### config.mk
export PLATFORM = sky130hd
export DESIGN_NAME = ysyx_24120013_exu_mc_flat
export DESIGN_NICKNAME = d
export VERILOG_FILES = /design/src/rtl/ysyx_24120013_exu_mc_pkg.sv /design/src/rtl/ysyx_24120013_exu_mc_if.sv /design/src/rtl/ysyx_24120013_exu_mc_mul.sv /design/src/rtl/ysyx_24120013_exu_mc.sv /design/src/flat_wrapper.sv
export SDC_FILE = /design/constraint.sdc
export NUM_CORES = 1
export LEC_CHECK = 0
export CAP_MARGIN = 30
export CELL_PAD_IN_SITES_DETAIL_PLACEMENT = 1
export CELL_PAD_IN_SITES_GLOBAL_PLACEMENT = 1
export CORE_AREA = 2 2 227 273
export CTS_CLUSTER_SIZE = 24
export DETAILED_ROUTE_END_ITERATION = 7
export DIE_AREA = 0 0 229 275
export PLACE_DENSITY_LB_ADDON = 0.1
export SYNTH_ARGS = -nofsm -noshare
export SYNTH_HDL_FRONTEND = slang
export SYNTH_HIERARCHICAL = 1
export SYNTH_SLANG_ARGS = --single-unit
### constraint.sdc
create_clock -name clk -period 8.5 [get_ports clk]
set_clock_uncertainty 0.15 [all_clocks]
set_input_delay 1.7 -clock clk [delete_from_list [all_inputs] [get_ports clk]]
set_output_delay 1.7 -clock clk [all_outputs]
set_load 0.02 [all_outputs]
### src/rtl/ysyx_24120013_exu_mc_pkg.sv
// ysyx_24120013_exu_pkg: op codes, illegal-op range and FSM states for the multi-cycle EXU
// Contents: op_e (4-bit op enum), OP_ILLEGAL_MIN, state_e (IDLE/MUL/DONE), op_legal()
package ysyx_24120013_exu_pkg;
    typedef enum logic [3:0] {
        OP_ADD   = 4'd0,
        OP_SUB   = 4'd1,
        OP_AND   = 4'd2,
        OP_OR    = 4'd3,
        OP_XOR   = 4'd4,
        OP_SLL   = 4'd5,
        OP_SRL   = 4'd6,
        OP_SRA   = 4'd7,
        OP_SLT   = 4'd8,
        OP_SLTU  = 4'd9,
        OP_PASSB = 4'd10,
        OP_MUL   = 4'd11
    } op_e;
    // codes from here up to 15 are illegal
    localparam logic [3:0] OP_ILLEGAL_MIN = 4'd12;
    typedef enum logic [1:0] {
        IDLE,
        MUL,
        DONE
    } state_e;
    function automatic logic op_legal(input logic [3:0] op);
        return op < OP_ILLEGAL_MIN;
    endfunction
endpackage

### src/rtl/ysyx_24120013_exu_mc_if.sv
// ysyx_24120013_exu_mc_if: IDU-to-EXU request channel and EXU-to-writeback result channel
// master: drives in_valid/op/use_imm/src1/src2/imm/rd/out_ready, observes in_ready/out_*/busy
// slave : the execute unit side
interface ysyx_24120013_exu_mc_if #(
    parameter int ADDR_WIDTH = 5,
    parameter int DATA_WIDTH = 32
);
    logic                  in_valid;
    logic                  in_ready;
    logic [3:0]            op;
    logic                  use_imm;
    logic [DATA_WIDTH-1:0] src1;
    logic [DATA_WIDTH-1:0] src2;
    logic [DATA_WIDTH-1:0] imm;
    logic [ADDR_WIDTH-1:0] rd;
    logic                  out_valid;
    logic                  out_ready;
    logic                  out_wen;
    logic [ADDR_WIDTH-1:0] out_waddr;
    logic [DATA_WIDTH-1:0] out_wdata;
    logic                  busy;
    modport master (
        output in_valid, op, use_imm, src1, src2, imm, rd, out_ready,
        input  in_ready, out_valid, out_wen, out_waddr, out_wdata, busy
    );
    modport slave (
        input  in_valid, op, use_imm, src1, src2, imm, rd, out_ready,
        output in_ready, out_valid, out_wen, out_waddr, out_wdata, busy
    );
endinterface

### src/rtl/ysyx_24120013_exu_mc_mul.sv
// ysyx_24120013_exu_mul: radix-2 shift-add multiplier, low DATA_WIDTH bits of a*b
// Ports: clk, rst (async, active-high), start (load a/b), a, b,
//        done (pulse on the final iteration), product (valid while done is high)
module ysyx_24120013_exu_mul #(
    parameter int DATA_WIDTH = 32
) (
    input  logic                  clk,
    input  logic                  rst,
    input  logic                  start,
    input  logic [DATA_WIDTH-1:0] a,
    input  logic [DATA_WIDTH-1:0] b,
    output logic                  done,
    output logic [DATA_WIDTH-1:0] product
);
    localparam int CW = $clog2(DATA_WIDTH);
    logic                  run;
    logic [CW-1:0]         cnt;
    logic [DATA_WIDTH-1:0] acc;
    logic [DATA_WIDTH-1:0] mcand;
    logic [DATA_WIDTH-1:0] mplier;
    // product is the accumulator after the current iteration, so the caller
    // can capture the final value on the same edge that done is seen
    assign product = acc + (mplier[0] ? mcand : '0);
    assign done    = run && cnt == CW'(DATA_WIDTH - 1);
    always_ff @(posedge clk or posedge rst) begin
        if (rst) begin
            run    <= 1'b0;
            cnt    <= '0;
            acc    <= '0;
            mcand  <= '0;
            mplier <= '0;
        end else if (start) begin
            run    <= 1'b1;
            cnt    <= '0;
            acc    <= '0;
            mcand  <= a;
            mplier <= b;
        end else if (run) begin
            run    <= !done;
            cnt    <= cnt + 1'b1;
            acc    <= product;
            mcand  <= mcand << 1;
            mplier <= mplier >> 1;
        end
    end
endmodule

### src/rtl/ysyx_24120013_exu_mc.sv
// ysyx_24120013_exu_mc: multi-cycle execute unit (single-cycle ALU + iterative MUL)
// Ports: clk, rst (async, active-high), bus (slave modport): request channel
//        in_valid/in_ready/op/use_imm/src1/src2/imm/rd, result channel
//        out_valid/out_ready/out_wen/out_waddr/out_wdata, busy during MUL iteration
module ysyx_24120013_exu_mc
    import ysyx_24120013_exu_pkg::*;
#(
    parameter int ADDR_WIDTH = 5,
    parameter int DATA_WIDTH = 32
) (
    input logic clk,
    input logic rst,
    ysyx_24120013_exu_mc_if.slave bus
);
    localparam int SHAMT_W = $clog2(DATA_WIDTH);
    state_e                state;
    logic [DATA_WIDTH-1:0] opb;
    logic [DATA_WIDTH-1:0] alu;
    logic [DATA_WIDTH-1:0] product;
    logic [SHAMT_W-1:0]    sh;
    logic                  accept;
    logic                  is_mul;
    logic                  wen;
    logic                  mul_done;
    assign opb          = bus.use_imm ? bus.imm : bus.src2;
    assign sh           = opb[SHAMT_W-1:0];
    // DONE accepts only when the held result is consumed on the same edge
    assign bus.in_ready = state == IDLE || (state == DONE && bus.out_ready);
    assign accept       = bus.in_valid && bus.in_ready;
    assign is_mul       = bus.op == OP_MUL;
    assign wen          = op_legal(bus.op) && bus.rd != '0;
    always_comb begin
        alu = '0;
        case (bus.op)
            OP_ADD:   alu = bus.src1 + opb;
            OP_SUB:   alu = bus.src1 - opb;
            OP_AND:   alu = bus.src1 & opb;
            OP_OR:    alu = bus.src1 | opb;
            OP_XOR:   alu = bus.src1 ^ opb;
            OP_SLL:   alu = bus.src1 << sh;
            OP_SRL:   alu = bus.src1 >> sh;
            OP_SRA:   alu = $signed(bus.src1) >>> sh;
            OP_SLT:   alu = DATA_WIDTH'($signed(bus.src1) < $signed(opb));
            OP_SLTU:  alu = DATA_WIDTH'(bus.src1 < opb);
            OP_PASSB: alu = opb;
            default:  alu = '0;
        endcase
    end
    ysyx_24120013_exu_mul #(.DATA_WIDTH(DATA_WIDTH)) u_mul (
        .clk     (clk),
        .rst     (rst),
        .start   (accept && is_mul),
        .a       (bus.src1),
        .b       (opb),
        .done    (mul_done),
        .product (product)
    );
    // out_waddr carries rd through the MUL iteration; it decides out_wen at the end
    always_ff @(posedge clk or posedge rst) begin
        if (rst) begin
            state         <= IDLE;
            bus.busy      <= 1'b0;
            bus.out_valid <= 1'b0;
            bus.out_wen   <= 1'b0;
            bus.out_waddr <= '0;
            bus.out_wdata <= '0;
        end else if (accept) begin
            state         <= is_mul ? MUL : DONE;
            bus.busy      <= is_mul;
            bus.out_valid <= !is_mul;
            bus.out_wen   <= !is_mul && wen;
            bus.out_waddr <= bus.rd;
            bus.out_wdata <= (!is_mul && wen) ? alu : '0;
        end else if (state == MUL && mul_done) begin
            state         <= DONE;
            bus.busy      <= 1'b0;
            bus.out_valid <= 1'b1;
            bus.out_wen   <= bus.out_waddr != '0;
            bus.out_wdata <= bus.out_waddr != '0 ? product : '0;
        end else if (state == DONE && bus.out_ready) begin
            state         <= IDLE;
            bus.out_valid <= 1'b0;
            bus.out_wen   <= 1'b0;
        end
    end
endmodule
### src/flat_wrapper.sv
// flat-port wrapper written by rule: the top's interface ports become plain ports
module ysyx_24120013_exu_mc_flat import ysyx_24120013_exu_pkg::*;
#(
    parameter int ADDR_WIDTH = 5,
    parameter int DATA_WIDTH = 32
)
  (clk, rst, bus_in_valid, bus_op, bus_use_imm, bus_src1, bus_src2, bus_imm, bus_rd, bus_out_ready, bus_in_ready, bus_out_valid, bus_out_wen, bus_out_waddr, bus_out_wdata, bus_busy);
  ysyx_24120013_exu_mc_if #(.ADDR_WIDTH(ADDR_WIDTH), .DATA_WIDTH(DATA_WIDTH)) bus_i ();
  input logic clk;
  input logic rst;
  input wire logic [$bits(bus_i.in_valid)-1:0] bus_in_valid;
  input wire logic [$bits(bus_i.op)-1:0] bus_op;
  input wire logic [$bits(bus_i.use_imm)-1:0] bus_use_imm;
  input wire logic [$bits(bus_i.src1)-1:0] bus_src1;
  input wire logic [$bits(bus_i.src2)-1:0] bus_src2;
  input wire logic [$bits(bus_i.imm)-1:0] bus_imm;
  input wire logic [$bits(bus_i.rd)-1:0] bus_rd;
  input wire logic [$bits(bus_i.out_ready)-1:0] bus_out_ready;
  output wire logic [$bits(bus_i.in_ready)-1:0] bus_in_ready;
  output wire logic [$bits(bus_i.out_valid)-1:0] bus_out_valid;
  output wire logic [$bits(bus_i.out_wen)-1:0] bus_out_wen;
  output wire logic [$bits(bus_i.out_waddr)-1:0] bus_out_waddr;
  output wire logic [$bits(bus_i.out_wdata)-1:0] bus_out_wdata;
  output wire logic [$bits(bus_i.busy)-1:0] bus_busy;
  assign bus_i.in_valid = bus_in_valid;
  assign bus_i.op = bus_op;
  assign bus_i.use_imm = bus_use_imm;
  assign bus_i.src1 = bus_src1;
  assign bus_i.src2 = bus_src2;
  assign bus_i.imm = bus_imm;
  assign bus_i.rd = bus_rd;
  assign bus_i.out_ready = bus_out_ready;
  assign bus_in_ready = bus_i.in_ready;
  assign bus_out_valid = bus_i.out_valid;
  assign bus_out_wen = bus_i.out_wen;
  assign bus_out_waddr = bus_i.out_waddr;
  assign bus_out_wdata = bus_i.out_wdata;
  assign bus_busy = bus_i.busy;
  ysyx_24120013_exu_mc #(.ADDR_WIDTH(ADDR_WIDTH), .DATA_WIDTH(DATA_WIDTH)) u_core (.clk(clk), .rst(rst), .bus(bus_i));
endmodule
==> results.py <==
metrics = {
    "timing": {
        "fmax_mhz": 163,
        "rsz0062_at_grt": "no",
        "min_period_over_period": 0.721,
        "hold_viol_final": 0,
        "drv_slew": 0,
        "fin_hold_ws_ns": 0.329,
        "slew-limit-headroom": 0.290,
        "setup_violations": 0,
        "fin_setup_tns_ns": 0,
        "worstMarginPinSlew_ns": 1.04,
        "layout_min_cycle_time_ns": 6.13,
    },
    "placed_design": {
        "gp_congestion": 0.974,
        "portBuffers": 150,
        "dp_hpwl_um": 73800,
    },
    "logic_synthesis": {
        "syn_inst": 2332,
        "ys.flop_type": "dfrtp_1",
        "yosys_warnings": 6,
        "synth_area_per_cell_um2": 7.94,
        "ys_ff_latch": 143,
        "synth_cell_types": 103,
        "synth-edff-count": 0,
        "seq_area_frac_synth": 0.193,
        "ys_async_sr_fraction": 1.00,
        "syn_nets": 2582,
        "syn_area_um2": 18500,
    },
    "clock_tree": {
        "cts_max_path_buffers": 2,
        "cts_resized": 0,
        "post_cts_buffers": 0,
        "cts.sinks": 143,
        "cts_tree": "yes",
        "clk_latency_ns": 0.50,
        "hold_buffers": 0,
        "root_buffer": "clkbuf_16",
        "cts_max_level": 4,
        "cts.clk_slew.worst_paths_ns": 0.08,
        "cts_inserted_buffers": 17,
    },
    "die": {
        "rows": 99,
        "dieWidth_um": 229,
        "ios": 151,
        "start_util": 0.306,
        "die_area_um2": 63000,
        "core_um2": 60400,
        "die_y_um": 275,
    },
    "route": {
        "routed_via_density": 6.17,
        "first_pass_iters": 5,
        "routed_wirelength_um": 97500,
        "vias": 19801,
        "avgRoutedWirePerCell_um": 30.4,
        "drc": 0,
        "postRouteAntennaNets": 0,
        "drt_iter0_drc": 1632,
    },
    "power": {
        "peakVddDrop_mv": 0.172,
        "power.density_nw_per_um2": 302,
        "p_leak_nw": 8.71,
    },
    "min_path": {
        "hold_path.class": "flop to flop",
    },
    "job": {
        "timing.max_cap.violations": 0,
    },
    "setup_path": {
        "worstPathArrival_ns": 6.38,
        "cp.required_ns": 8.75,
        "cp_slowest_cell": "o211ai_1",
        "worst_path_dominant_cell_family": "compound AO/OA/AOI/OAI gates",
        "worst_setup_path_start_kind": "input port",
        "cp_num_buf_inv": 4,
        "max_stage_delay_ns": 0.52,
        "crit_type": "input port to flop",
        "path_cells": "buf_2 -> mux2i_4 -> buf_4 -> inv_2 -> buf_4 -> ha_1 -> fa_1 -> a21o_1 -> a221o_1 -> and3_1 -> o211ai_1 -> a31oi_1 -> a31oi_1 -> mux2i_1 -> a221oi_1 -> a311oi_1",
        "critPathMaxFanout": 31,
        "end_kind": "flop",
    },
    "cells_and_area": {
        "diodes": 0,
        "final_net_count": 2636,
        "area_growth_pct": 15.3,
        "utilization": 0.353,
        "mostFrequentLayoutCell": "nand2_1",
        "final_cell_mix": "nand2_1 (214), nor2_1 (195), a21oi_1 (191), o21ai_0 (175), mux2i_1 (166)",
        "layout-drive-gt1-share": 0.0855,
    },
    "global_route": {
        "grt_pass1_wl_um": 141000,
        "grt_pass1_vias": 20325,
        "grt_max_degree": 79,
        "overflow": 0,
        "antenna_found_initial": 2,
        "grt_use_total": 0.304,
    },
    "outcome": {
        "outcome": "complete, no violations",
    },
}
==> kinds of logic after synthesis <==
family	after synthesis	synth area share
compound gates	787	0.283
xor+xnor	31	0.0147
fa+ha+maj	140	0.0959
buf+inv	291	0.0667
flops	143	0.193
mux	237	0.165
simple gates	703	0.181
==> layer usage <==
layer	wire (µm)	GRT usage
met1	41700	0.389
met3	5650	0.0499
met5	0	0
met4	4550	0.141
met2	45600	0.503
==> Yosys cell counts (32+ instances only) <==
master / count / area, µm²
inv_1: 117 / 439
nor2_1: 195 / 732
clkbuf_1: 112 / 420
o21ai_0: 175 / 876
nor3_1: 55 / 275
a221oi_1: 32 / 280
a21oi_1: 193 / 966
o22ai_1: 37 / 231
mux2i_1: 167 / 1670
a21o_1: 36 / 270
ha_1: 137 / 1710
nand2_1: 214 / 803
and2_1: 56 / 350
dfrtp_1: 143 / 3580
mux4_2: 47 / 1060
nand3_1: 37 / 185
o211ai_1: 45 / 338
==> registers in the layout, summed over array words and instances, names as in the netlist <==
| register | cells |
|---|---|
| u_core/bus.out_waddr | 5 |
| u_core/u_mul/run | 1 |
| u_core/state | 1 |
| u_core/bus.out_wen | 1 |
| u_core/bus.busy | 1 |
| u_core/bus.out_wdata | 32 |
| u_core/u_mul/acc | 32 |
| u_core/u_mul/cnt | 5 |
| u_core/u_mul/mcand | 32 |
| u_core/u_mul/mplier | 32 |
| u_core/bus.out_valid | 1 |
==> path summary, 6_finish.rpt <==
kind	depth (start not counted)	start	slack [ns]	end
worst min register to register	1	u_core/bus.busy$_DFFE_PP0P_	0.33	u_core/bus.busy$_DFFE_PP0P_
max in group asynchronous	3	rst	5.29	u_core/u_mul/acc[25]$_DFFE_PP0P_
worst min-delay path	1	u_core/bus.busy$_DFFE_PP0P_	0.33	u_core/bus.busy$_DFFE_PP0P_
min in group asynchronous	2	rst	1.56	u_core/u_mul/mplier[31]$_DFFE_PP0P_
worst max-delay path	16	bus_use_imm	2.37	u_core/bus.out_wdata[28]$_DFFE_PP0P_
worst max register to register	16	u_core/u_mul/mplier[0]$_DFFE_PP0P_	3.47	u_core/bus.out_wdata[28]$_DFFE_PP0P_
==> cell type report <==
| class | count | area, µm² |
|---|---|---|
| inverter | 121 | 457 |
| clock buffer | 18 | 439 |
| timing repair buffer | 205 | 1930 |
| clock inverter | 14 | 124 |
| fill | 7302 | 39100 |
| sequential | 143 | 3580 |
| multi-input combinational | 1898 | 13800 |
| tap | 808 | 1010 |
==> power breakdown <==
| group | total [mW] | leakage (nW) | internal [mW] | switching, mW |
|---|---|---|---|---|
| Combinational | 4.35 | 6.73 | 1.60 | 2.75 |
| Sequential | 1.31 | 1.71 | 1.01 | 0.299 |
| Clock | 0.787 | 0.268 | 0.391 | 0.396 |
==> stage by stage <==
| step | std cells | worst slack, ns | instance area [µm²] | power, mW |
|---|---|---|---|---|
| finish | 3207 | 2.37 | 21300 | 6.45 |
| global route | 3207 | 2.11 | 21300 | 6.86 |
| CTS | 3207 | 2.44 | 21300 | 6.41 |
| detailed placement | 3175 | 1.90 | 20800 | 5.57 |
| global placement | 3173 | 2.04 | 20700 | 5.49 |
| floorplan | 2332 | 2.89 | 18500 | 3.95 |
No activity file was read; power rests on OpenSTA's default activity.
==> variant, RTL diff (same settings) <==
Encoding of `state_e`: now one-hot (3 bits for 3 states).
--- a/src/rtl/ysyx_24120013_exu_mc_pkg.sv
+++ b/src/rtl/ysyx_24120013_exu_mc_pkg.sv
@@ -18,8 +18,8 @@
     // codes from here up to 15 are illegal
     localparam logic [3:0] OP_ILLEGAL_MIN = 4'd12;
-    typedef enum logic [1:0] {
-        IDLE,
-        MUL,
-        DONE
+    typedef enum logic [2:0] {
+        IDLE = 3'b001,
+        MUL  = 3'b010,
+        DONE = 3'b100
     } state_e;
     function automatic logic op_legal(input logic [3:0] op);
Formal check against the unedited RTL: no difference found for any inputs over 4 cycles, from zero or initial values and one cycle with rst high; so few cycles prove little.
==> variant against the unedited design <==
Via count about the same. Power down 4.5%. Setup slack worse by 0.090 ns. Sequential cell count up 1. Combinational power down 6.7%. Routed wire length down 0.38%. Worst hold slack better by 0.031 ns. Cell area down 0.72%. Synthesized area down 0.85%. Synthesized cell count up 3.9%. Count of clock-buffer cells in the layout unchanged. Critical path depth unchanged. Sequential share of layout area up 0.25 points. Critical path type unchanged.
==> variant: results (changes against the unedited design) <==
Parameter                              Value

Outcome
  Outcome ... complete, no violations (unchanged)

Setup path
  Highest cell delay on the worst timing path ... 0.66 ns (was 0.52 ns)
  Largest fanout of any net on the critical path ... 40 (was 31)
  Reg-to-reg endpoint ... u_core/bus.out_wdata[26]$_DFFE_PP0N_ (was u_core/bus.out_wdata[28]$_DFFE_PP0P_)
  Worst reg-to-reg setup slack ... 3.14 ns (was 3.47 ns)
  Worst setup path end ... u_core/bus.out_wdata[16]$_DFFE_PP0N_ (was u_core/bus.out_wdata[28]$_DFFE_PP0P_)
  Critical path arrival ... 6.43 ns (was 6.38 ns)

Routing
  Wire length the detailed router placed on met1 ... 42010 um (was 41710 um)
  Routed wire length per instance ... 29.47 um (was 30.41 um)
  Total met3 wirelength after detailed routing ... 4203 um (was 5646 um)
  Drt first-iter violations ... 1553 (was 1632)

Global routing
  Largest net degree at the start of global routing ... 155 (was 79)
  Overall global routing resource usage ... 30.43% (about the same)
  Global-route wire length before repair ... 141700 um (was 141200 um)
  Met3 Use GR ... 3.576% (was 4.985%)
  GR Util met2 ... 52.29% (was 50.28%)
  Number of global-route vias before repair ... 20600 (was 20330)

Synth
  Multiplexer share of the synthesized area ... 14.62% (was 16.54%)
  Most numerous cell types in the synthesized netlist ... nand2_1 (304), mux2i_1 (207), o21ai_0 (199), a21oi_1 (195), nor2_1 (181) (was nand2_1 (214), nor2_1 (195), a21oi_1 (193), o21ai_0 (175), mux2i_1 (167))
  Syn nets ... 2674 (was 2582)
  Arithmetic-cell share of the synthesized area counting full adders, half adders and majority gates ... 9.669% (was 9.587%)
  Share of the synthesized area in compound gates (AO/OA/AOI/OAI) ... 28.00% (was 28.25%)
  Cell types with the largest area share after synthesis ... dfrtp_1 (20%), mux2i_1 (11%), ha_1 (9.3%), nand2_1 (6.2%), o21ai_0 (5.4%) (was dfrtp_1 (19%), ha_1 (9.3%), mux2i_1 (9.0%), mux4_2 (5.7%), a21oi_1 (5.2%))

Min path
  End point of the worst hold path ... u_core/u_mul/acc[12]$_DFFE_PP0P_ (was u_core/bus.busy$_DFFE_PP0P_)
  Worst hold path startpoint ... u_core/u_mul/acc[12]$_DFFE_PP0P_ (was u_core/bus.busy$_DFFE_PP0P_)

Timing
  Relative slew margins ... 28.41% (was 29.02%)
  Worst hold slack across all endpoints ... 0.3597 ns (was 0.3288 ns)

Final layout
  Number of nets in the final layout ... 2723 (was 2636)
  Ratio of cells with drive above 1 in the final layout ... 6.919% (was 8.545%)
  Number of signal-net buffers in the layout ... 201 (was 205)
  Relative area of non-clock buffer cells in the final design ... 9.004% (was 9.045%)
  Count of inverters not on the clock network in the layout ... 118 (was 121)
  Seq/total area ... 17.04% (was 16.79%)
  Multi-In Gates ... 1991 (was 1898)

Clock tree
  CTS Sinks ... 144 (was 143)
==> variant: changes by cell type after synthesis, moves of 9 or more <==
cell	delta
nor2_1	-14
xnor2_1	+15
o22ai_1	+10
a221oi_1	-9
mux4_2	-34
nand2_1	+90
a221o_1	-10
a22oi_1	-12
o21ai_0	+24
a211oi_1	+21
mux2i_1	+40
o211ai_1	-16
==> variant: report_power, final <==
part | total, mW | switching (mW) | internal [mW]
clock network | 0.787 | 0.398 | 0.389
registers | 1.31 | 0.294 | 1.01
logic | 4.06 | 2.52 | 1.54
total | 6.16 | 3.21 | 2.94
==> variant: metrics by stage <==
step | util (%) | setup slack (ns) | cell area, um^2 | cells
2_1_floorplan | - | 2.807 | 18350 | 2424
3_3_place_gp | 34.03 | 1.928 | 20570 | 3258
3_5_place_dp | 34.09 | 1.888 | 20610 | 3261
4_1_cts | 35.01 | 2.424 | 21170 | 3293
5_1_grt | 35.03 | 2.077 | 21170 | 3294
6_report | 35.03 | 2.282 | 21180 | 3296
